===== config.mk =====
export PLATFORM = sky130hd
export DESIGN_NAME = aha_tlx_fwd_credit_mux
export DESIGN_NICKNAME = d
export VERILOG_FILES = /design/src/rtl/aha_tlx_fwd_credit_mux.sv
export SDC_FILE = /design/constraint.sdc
export NUM_CORES = 1
export LEC_CHECK = 0
export ABC_AREA = 0
export CELL_PAD_IN_SITES_DETAIL_PLACEMENT = 1
export CELL_PAD_IN_SITES_GLOBAL_PLACEMENT = 2
export CORE_MARGIN = 10
export CORE_UTILIZATION = 27
export CTS_CLUSTER_DIAMETER = 80
export DETAILED_ROUTE_END_ITERATION = 6
export PLACE_DENSITY = 0.9
export SLEW_MARGIN = 20
export SYNTH_ARGS = -nofsm -noshare
export SYNTH_HDL_FRONTEND = slang
export SYNTH_SLANG_ARGS = --single-unit

===== constraint.sdc =====
create_clock -name TLX_FWD_CLK -period 4.3 [get_ports TLX_FWD_CLK]
set_clock_uncertainty 0.2 [all_clocks]
set_input_delay 0.645 -clock TLX_FWD_CLK [delete_from_list [all_inputs] [get_ports TLX_FWD_CLK]]
set_output_delay 0.645 -clock TLX_FWD_CLK [all_outputs]
set_load 0.01 [all_outputs]

===== src/rtl/aha_tlx_fwd_credit_mux.sv =====
// Credit-gated round-robin merge of NUM_CH AXI-stream source channels onto the
// single TLX forward payload link; credits are replenished by flow-channel beats.
module aha_tlx_fwd_credit_mux #(
    parameter int NUM_CH     = 4,
    parameter int CH_ID_W    = 2,
    parameter int DATA_W     = 40,
    parameter int CREDIT_W   = 4,
    parameter int MAX_CREDIT = 8
) (
    input  logic                         TLX_FWD_CLK,
    input  logic                         TLX_FWD_RESETn,
    input  logic [NUM_CH-1:0]            TLX_CH_TVALID,
    output logic [NUM_CH-1:0]            TLX_CH_TREADY,
    input  logic [NUM_CH*DATA_W-1:0]     TLX_CH_TDATA,
    output logic                         TLX_FWD_PAYLOAD_TVALID,
    input  logic                         TLX_FWD_PAYLOAD_TREADY,
    output logic [CH_ID_W+DATA_W-1:0]    TLX_FWD_PAYLOAD_TDATA,
    input  logic                         TLX_FWD_FLOW_TVALID,
    output logic                         TLX_FWD_FLOW_TREADY,
    input  logic [CH_ID_W-1:0]           TLX_FWD_FLOW_TDATA,
    output logic [NUM_CH*CREDIT_W-1:0]   TLX_CREDIT_CNT,
    output logic                         TLX_CREDIT_ERR
);

    localparam logic [CREDIT_W-1:0] CREDIT_MAX = CREDIT_W'(MAX_CREDIT);
    localparam logic [CREDIT_W-1:0] CREDIT_ONE = CREDIT_W'(1);
    localparam logic [CH_ID_W-1:0]  PTR_INIT   = CH_ID_W'(NUM_CH - 1);
    localparam logic [CH_ID_W:0]    NUM_CH_EXT = (CH_ID_W + 1)'(NUM_CH);

    logic                        active;
    logic [CREDIT_W-1:0]         credit [NUM_CH];
    logic [CH_ID_W-1:0]          ptr;
    logic                        out_vld;
    logic [CH_ID_W+DATA_W-1:0]   out_data;
    logic                        err;

    logic [NUM_CH-1:0]           eligible;
    logic [DATA_W-1:0]           ch_data [NUM_CH];
    logic [CH_ID_W-1:0]          cand;
    logic                        grant_vld;
    logic [CH_ID_W-1:0]          grant_id;
    logic [DATA_W-1:0]           grant_data;
    logic                        load_en;
    logic                        grant_fire;
    logic                        flow_fire;
    logic                        flow_id_ok;
    logic [NUM_CH-1:0]           dec_vec;
    logic [NUM_CH-1:0]           inc_vec;
    logic [NUM_CH-1:0]           ovf_vec;

    // Ready/credit traffic is only accepted from the first clock after reset release.
    always_ff @(posedge TLX_FWD_CLK or negedge TLX_FWD_RESETn) begin
        if (!TLX_FWD_RESETn) begin
            active <= 1'b0;
        end else begin
            active <= 1'b1;
        end
    end

    for (genvar i = 0; i < NUM_CH; i++) begin : g_ch
        assign ch_data[i]  = TLX_CH_TDATA[i*DATA_W +: DATA_W];
        assign eligible[i] = TLX_CH_TVALID[i] && (credit[i] != '0);
        assign TLX_CREDIT_CNT[i*CREDIT_W +: CREDIT_W] = credit[i];
    end

    assign load_en    = !out_vld || TLX_FWD_PAYLOAD_TREADY;
    assign grant_fire = active && grant_vld && load_en;
    assign flow_fire  = active && TLX_FWD_FLOW_TVALID;
    assign flow_id_ok = {1'b0, TLX_FWD_FLOW_TDATA} < NUM_CH_EXT;

    // Round-robin search starting one past the last granted channel.
    always_comb begin
        cand       = '0;
        grant_vld  = 1'b0;
        grant_id   = '0;
        grant_data = '0;
        for (int k = 1; k <= NUM_CH; k++) begin
            cand = CH_ID_W'((int'(ptr) + k) % NUM_CH);
            for (int i = 0; i < NUM_CH; i++) begin
                if (!grant_vld && eligible[i] && (cand == CH_ID_W'(i))) begin
                    grant_vld  = 1'b1;
                    grant_id   = cand;
                    grant_data = ch_data[i];
                end
            end
        end
    end

    always_comb begin
        TLX_CH_TREADY = '0;
        dec_vec       = '0;
        inc_vec       = '0;
        ovf_vec       = '0;
        for (int i = 0; i < NUM_CH; i++) begin
            TLX_CH_TREADY[i] = grant_fire && (grant_id == CH_ID_W'(i));
            dec_vec[i]       = grant_fire && (grant_id == CH_ID_W'(i));
            inc_vec[i]       = flow_fire && flow_id_ok && (TLX_FWD_FLOW_TDATA == CH_ID_W'(i));
            ovf_vec[i]       = inc_vec[i] && !dec_vec[i] && (credit[i] == CREDIT_MAX);
        end
    end

    // A same-cycle return and grant on one channel cancel; a return at full credit is dropped.
    always_ff @(posedge TLX_FWD_CLK or negedge TLX_FWD_RESETn) begin
        if (!TLX_FWD_RESETn) begin
            for (int i = 0; i < NUM_CH; i++) begin
                credit[i] <= CREDIT_MAX;
            end
            err <= 1'b0;
        end else begin
            for (int i = 0; i < NUM_CH; i++) begin
                if (inc_vec[i] && !dec_vec[i] && !ovf_vec[i]) begin
                    credit[i] <= credit[i] + CREDIT_ONE;
                end else if (dec_vec[i] && !inc_vec[i]) begin
                    credit[i] <= credit[i] - CREDIT_ONE;
                end
            end
            if (flow_fire && (!flow_id_ok || (|ovf_vec))) begin
                err <= 1'b1;
            end
        end
    end

    always_ff @(posedge TLX_FWD_CLK or negedge TLX_FWD_RESETn) begin
        if (!TLX_FWD_RESETn) begin
            out_vld  <= 1'b0;
            out_data <= '0;
            ptr      <= PTR_INIT;
        end else begin
            if (load_en) begin
                out_vld <= grant_fire;
            end
            if (grant_fire) begin
                out_data <= {grant_id, grant_data};
                ptr      <= grant_id;
            end
        end
    end

    assign TLX_FWD_PAYLOAD_TVALID = out_vld;
    assign TLX_FWD_PAYLOAD_TDATA  = out_data;
    assign TLX_FWD_FLOW_TREADY    = active;
    assign TLX_CREDIT_ERR         = err;

endmodule


# Word-level counts from Yosys, hierarchy flattened
# Cells that the tools add are included.
[op_classes] add_sub_neg=12 n_eq_ne=22 muxes=56 reduce_logical=107
[ops] operator="$mux 40" count=16
[ops] operator="$logic_and 1x1->1" count=63
[ops] operator="$mux 2" count=16
[ops] operator="$mux 4" count=8
[ops] operator="$logic_not 1->1" count=28
[ops] operator="$eq 2x2->1 const B" count=12
[ops] operator="$add 4x1->4 const B" count=4
[ops] operator="$eq 4x4->1 const B" count=4
[ops] operator="$mux 1" count=16
[ops] operator="$reduce_bool 4->1" count=4
[ops] operator="$sub 4x1->4 const B" count=4
[ops] operator="$eq 2x1->1 const B" count=6
[ops] operator="$logic_not 2->1" count=6
[ops] operator="$reduce_bool 2->1" count=4
[ops] operator="$add 2x1->2 const B" count=2
[ops] operator="$add 2x2->2 const B" count=2
[ops] operator="$reduce_or 4->1" count=1
[ops] operator="$logic_or 1x1->1" count=1
[word_totals] regBits=63 output_inout_bits=65 wordCells=206

# Longest topological paths before layout
# Gate-level depths: netlist of run 1.
[logic_depth] ltp_word=73 mapped_depth=15

# Worst setup path after synthesis of run 1
# No wires, ideal clock.
[synth_path] path_kind="flip-flop to flip-flop" from="register credit (netlist bit TLX_CREDIT_CNT[9])" to="register credit (netlist bit TLX_CREDIT_CNT[11])" arrival_time_ns=3.593 t_required_ns=4.023 slack_ns=0.430 path_stages_with_launch=14 n_path_buf=1 synth_period_minus_slack_ns=3.870 cell_sequence="dfrtp_1 > o41a_4 > buf_6 > a22oi_1 > a211oi_2 > a21o_1 > a221oi_2 > o21ai_2 > nand2b_1 > ha_1 > a21o_1 > a21oi_1 > mux2_4 > o22ai_1"
[synth_via] elab_chain_len=66 word_cells_on_any_way=87
[synth_lines] element="start, declared" line_no="31" source="logic [CREDIT_W-1:0] credit [NUM_CH];"
[synth_lines] element="start signal, assigned by index" line_no="112" source="credit[i] <= credit[i] + CREDIT_ONE;"
[synth_lines] element="start signal, assigned by index" line_no="114" source="credit[i] <= credit[i] - CREDIT_ONE;"
[synth_lines] element="$reduce_bool 4->1" line_no="62" source="assign eligible[i] = TLX_CH_TVALID[i] && (credit[i] != '0);"
[synth_lines] element="$logic_and 1x1->1" line_no="62"
[synth_lines] element="$logic_and 1x1->1 (2 in a row)" line_no="80" source="if (!grant_vld && eligible[i] && (cand == CH_ID_W'(i))) begin"
[synth_lines] element="$mux 1" line_no="80"
[synth_lines] element="$logic_not 1->1" line_no="80"
[synth_lines] element="$logic_and 1x1->1 (2 in a row)" line_no="80"
[synth_lines] element="$mux 1" line_no="80"
[synth_lines] element="$logic_not 1->1" line_no="80"
[synth_lines] element="[47 not listed]"
[synth_lines] element="$logic_and 1x1->1 (2 in a row)" line_no="67" source="assign grant_fire = active && grant_vld && load_en;"
[synth_lines] element="$logic_and 1x1->1" line_no="96" source="dec_vec[i] = grant_fire && (grant_id == CH_ID_W'(i));"
[synth_lines] element="$logic_not 1->1" line_no="98, 111"
[synth_lines] element="$logic_and 1x1->1" line_no="98, 111"
[synth_lines] element="$logic_and 1x1->1" line_no="98" source="ovf_vec[i] = inc_vec[i] && !dec_vec[i] && (credit[i] == CREDIT_MAX);"
[synth_lines] element="$logic_not 1->1" line_no="111" source="if (inc_vec[i] && !dec_vec[i] && !ovf_vec[i]) begin"
[synth_lines] element="$logic_and 1x1->1" line_no="111"
[synth_lines] element="$mux 4 or $reduce_bool 2->1 (tied branches)"
# Several ways; a longest one is shown, not always the timed one. The select of a mux whose other input is x is not followed.
# A chain may end at the register's enable or synchronous reset.

# Worst setup path after layout of run 1
[layout_path] from="register ptr[0]" to="output port TLX_CH_TREADY[1]"
[layout_via] elab_chain_len=67 word_cells_on_any_way=102
[layout_lines] element="start, declared" line_no="32" source="logic [CH_ID_W-1:0] ptr;"
[layout_lines] element="start signal, assigned" line_no="134" source="ptr <= grant_id;"
[layout_lines] element="$add 2x1->2" line_no="78" source="cand = CH_ID_W'((int'(ptr) + k) % NUM_CH);"
[layout_lines] element="$logic_not 2->1" line_no="80"
[layout_lines] element="$logic_and 1x1->1" line_no="80"
[layout_lines] element="$mux 1" line_no="80"
[layout_lines] element="$logic_not 1->1" line_no="80"
[layout_lines] element="$logic_and 1x1->1 (2 in a row)" line_no="80"
[layout_lines] element="$mux 1" line_no="80"
[layout_lines] element="$logic_not 1->1" line_no="80"
[layout_lines] element="[47 not listed]"
[layout_lines] element="$logic_not 1->1" line_no="80"
[layout_lines] element="$logic_and 1x1->1 (2 in a row)" line_no="80"
[layout_lines] element="$mux 1" line_no="80"
[layout_lines] element="$logic_not 1->1" line_no="80"
[layout_lines] element="$logic_and 1x1->1 (2 in a row)" line_no="80"
[layout_lines] element="$mux 1" line_no="80"
[layout_lines] element="$logic_and 1x1->1 (2 in a row)" line_no="67"
[layout_lines] element="$logic_and 1x1->1 *" line_no="95" source="TLX_CH_TREADY[i] = grant_fire && (grant_id == CH_ID_W'(i));"
[layout_lines] element="end, declared" line_no="13" source="output logic [NUM_CH-1:0] TLX_CH_TREADY,"
# Every way passes the cells marked *; elsewhere a longest branch is shown, timed or not.

==> results of run 1 <==
## timing repair
action,4_1_cts,5_1_grt
gates resized for setup,0,12
setup buffers,0,2
setup endpoints to repair,0,5
## worst min-delay path by stage
stage                                           end  slack [ns]  cells past startpoint                      start
final                             TLX_CREDIT_CNT[4]        0.23                      1             TLX_FWD_RESETn
after global routing      TLX_FWD_PAYLOAD_TDATA[37]        0.31                      1  TLX_FWD_PAYLOAD_TDATA[37]
after CTS                         TLX_CREDIT_CNT[4]        0.29                      1             TLX_FWD_RESETn
after detailed placement  TLX_FWD_PAYLOAD_TDATA[37]        0.27                      1  TLX_FWD_PAYLOAD_TDATA[37]
after global placement    TLX_FWD_PAYLOAD_TDATA[37]        0.26                      1  TLX_FWD_PAYLOAD_TDATA[37]
after floorplan                   TLX_CREDIT_CNT[0]        0.15                      0             TLX_FWD_RESETn
## state kept, by name, indices dropped and copies added (netlist names)
name,flops
TLX_CREDIT_CNT,16
TLX_FWD_PAYLOAD_TVALID,1
TLX_FWD_FLOW_TREADY,1
ptr,2
TLX_FWD_PAYLOAD_TDATA,42
TLX_CREDIT_ERR,1
## cell usage after synthesis (all sizes together) (9+ instances only)
cell | instances | area (sq um)
nand2 | 94 | 372.9
dfrtp | 57 | 1426
o221a | 20 | 225.2
xor2 | 9 | 78.83
a21o | 12 | 90.09
or3 | 12 | 80.08
o21ai | 48 | 247.7
a221oi | 15 | 137.6
clkbuf | 54 | 202.7
nor3 | 14 | 90.09
mux2 | 10 | 131.4
a22o | 13 | 113.9
nor2 | 101 | 396.6
a31oi | 33 | 206.5
a222oi | 34 | 340.3
a22oi | 41 | 354.1
ha | 16 | 200.2
o31ai | 9 | 81.33
buf | 22 | 141.4
o22ai | 39 | 244.0
a21oi | 86 | 434.2
nand3 | 24 | 125.1
inv | 11 | 41.29
a221o | 22 | 220.2
## critical path, cell delays in order (launching register included)
cell and delay, ns:
dfstp_2 0.61, inv_1 0.14, ha_1 0.26, buf_4 0.17
a22oi_1 0.23, a211oi_2 0.15, a21o_1 0.27, a221oi_4 0.33
buf_4 0.18, and2_1 0.15, clkdlybuf4s50_1 0.55
## per-layer routing
metal / share of wire / GRT usage
met2: 0.47 / 0.3749
met4: 0.030 / 0.09013
met1: 0.40 / 0.2655
met3: 0.10 / 0.07797
met5: 0.00059 / 0
## cell families (layout without fill, tap and decap cells)
logic type | count (synthesis) | after routing | synth area share
AO/OA/AOI/OAI | 435 | 435 | 0.4618
XOR/XNOR | 10 | 10 | 0.01203
adder cells (fa/ha/maj) | 20 | 20 | 0.03849
buffers and inverters | 87 | 340 | 0.05293
flip-flops | 63 | 63 | 0.2176
multiplexers | 13 | 13 | 0.02268
other | 1 | 4 | 0.0005151
AND/OR/NAND/NOR | 289 | 289 | 0.1940
## power by group
| group | total (mW) | switching, mW | internal [mW] | leakage, nW |
|---|---|---|---|---|
| Sequential | 1.22 | 0.286 | 0.930 | 0.731 |
| Clock | 0.834 | 0.325 | 0.509 | 0.152 |
| Combinational | 6.18 | 3.44 | 2.74 | 3.14 |
## final cells by class
| class | instances | area, sq um |
|---|---|---|
| fillers | 3176 | 15970 |
| multi-input cells | 768 | 5403 |
| repair buffers | 313 | 2970 |
| flip-flops and latches | 63 | 1584 |
| well taps | 341 | 426.7 |
| clock buffers | 9 | 225.2 |
| clock inverters | 7 | 97.59 |
| inverters | 11 | 45.04 |
| diodes | 3 | 7.507 |
==> metrics.md, run 1 <==
| Metric | Value |
|---|---|
| Outcome | `finished, final reports clean` |
| Pwr dens | `764.9 nW/um^2` |
| Crit Reg-Reg Startpoint | `ptr[0]` |
| R2R setup slack | `0.23 ns` |
| Crit path to | `TLX_CH_TREADY[1]` |
| Relative slew slack | `0.2756` |
| Hold Path Class | `input port to asynchronous set/reset pin` |
| Initial antenna violation count | `4` |
| Die area | `33930 sq um` |
| Net Count, Synth | `1108` |
| EDFF count, synth | `0` |
| Peak Freq | `236.7 MHz` |
| Routability Congestion | `0.8946` |
| Largest net degree at the start of global routing | `64` |
| VDD IR-drop max | `0.0003128 V` |
| Final total power | `8.229 mW` |
| Tightest Pin Transition | `1.078 ns` |
| Yosys reg bits | `63` |
| Wire per inst | `26.63 um` |
| Most frequent cells in the layout | `clkdlybuf4s50_1, nor2_1, nand2_1, a21oi_1, buf_4` |
| Setup WS pre-CTS | `-0.01565 ns` |
| Register area share after synthesis | `0.2176` |
| Main synth FF type | `dfrtp_1` |
| Area of the core | `26730 sq um` |
| Setup crit start | `ptr[0]` |
| Gr ovfl total | `0` |
| Initial Util | `0.2724` |
| Die H | `184.2 um` |
| Clock Tree Buf Depth | `2` |
| Commonest non-fill, non-tap cell in the layout | `clkdlybuf4s50_1` |
| H-tree depth | `3` |
| Setup_tns | `0 ns` |
| Final instance area | `10760 sq um` |
| Crit path DAT | `3.38 ns` |
| Synth Area per Inst | `7.931 sq um` |
| CTS Hold Bufs | `0` |
| Post-layout net count | `1356` |
| Fin worst setup slack | `0.07481 ns` |
| Ports | `235` |
| Syn Inst Count | `918` |
| Routed vias | `9471` |
| Post-DP HPWL | `29410 um` |
| Cell variety after synth | `100` |
| Unrepaired setup endpoints after global routing | `yes` |
| Asr flop ratio synth | `1.000` |
| Dpl cells | `1494` |
| Die Span X | `184.2 um` |
| Synthesized area | `7281 sq um` |
| DRT iter0 DRCs | `1137` |
| WHS | `0.2262 ns` |
| CTS tree | `yes` |
| Root buffer cell | `clkbuf_16` |
| Yosys warnings | `0` |
| # setup viols final | `0` |
| First-pass DRT Iterations | `6` |
| Share of cells above drive strength 1 | `0.1520` |
| Max-cap violations | `0` |
| GRT Overall Usage | `0.2276` |
| Max-slew violations | `0` |
| Clock Latency Late Sink | `0.34 ns` |
| Leak pwr | `4.022 nW` |
| WP data required | `3.45 ns` |
| Startpoint types | `register` |
| WS Path Type | `register to primary output` |
| Number of buffers created by CTS | `9` |
| CP Capture Type | `primary output` |
| Fin cells | `1515` |
| Num rows | `60` |
| CP max FO | `6` |
| Worst-case reg-to-reg path depth | `14` |
| Fin crit share | `0.9826` |
| Utilization after layout | `0.4026` |
| Drt drc | `0` |
| DRT Wirelength | `40340 um` |
| Port Buf Inserts | `234` |
| Final Critical Period | `4.225 ns` |
| Final Hold Fails | `0` |
| Area Overhead vs Synth | `47.77%` |
| Placed cell area | `10360 sq um` |
| Reg-to-Reg End | `TLX_CREDIT_CNT[11]` |
| CTS sink count | `63` |
| Vias in the first global route | `10.12k` |
| First-pass GRT wire length | `60730 um` |
| Post-route ant nets | `0` |
| Vias per cell | `6.251` |
| CTS clock-pin slew for the worst setup and hold paths | `0.06 ns` |
Power figures use the tool's default switching activity.
==> run 2: changes to the inputs <==
--- a/config.mk
+++ b/config.mk
@@ -12,6 +12,7 @@
 export CORE_UTILIZATION = 27
 export CTS_CLUSTER_DIAMETER = 80
 export DETAILED_ROUTE_END_ITERATION = 6
+export HOLD_SLACK_MARGIN = 0.1
 export PLACE_DENSITY = 0.9
 export SLEW_MARGIN = 20
 export SYNTH_ARGS = -nofsm -noshare
==> results of run 2 <==
Final layout, timing and power as in run 1 (identical DEF).
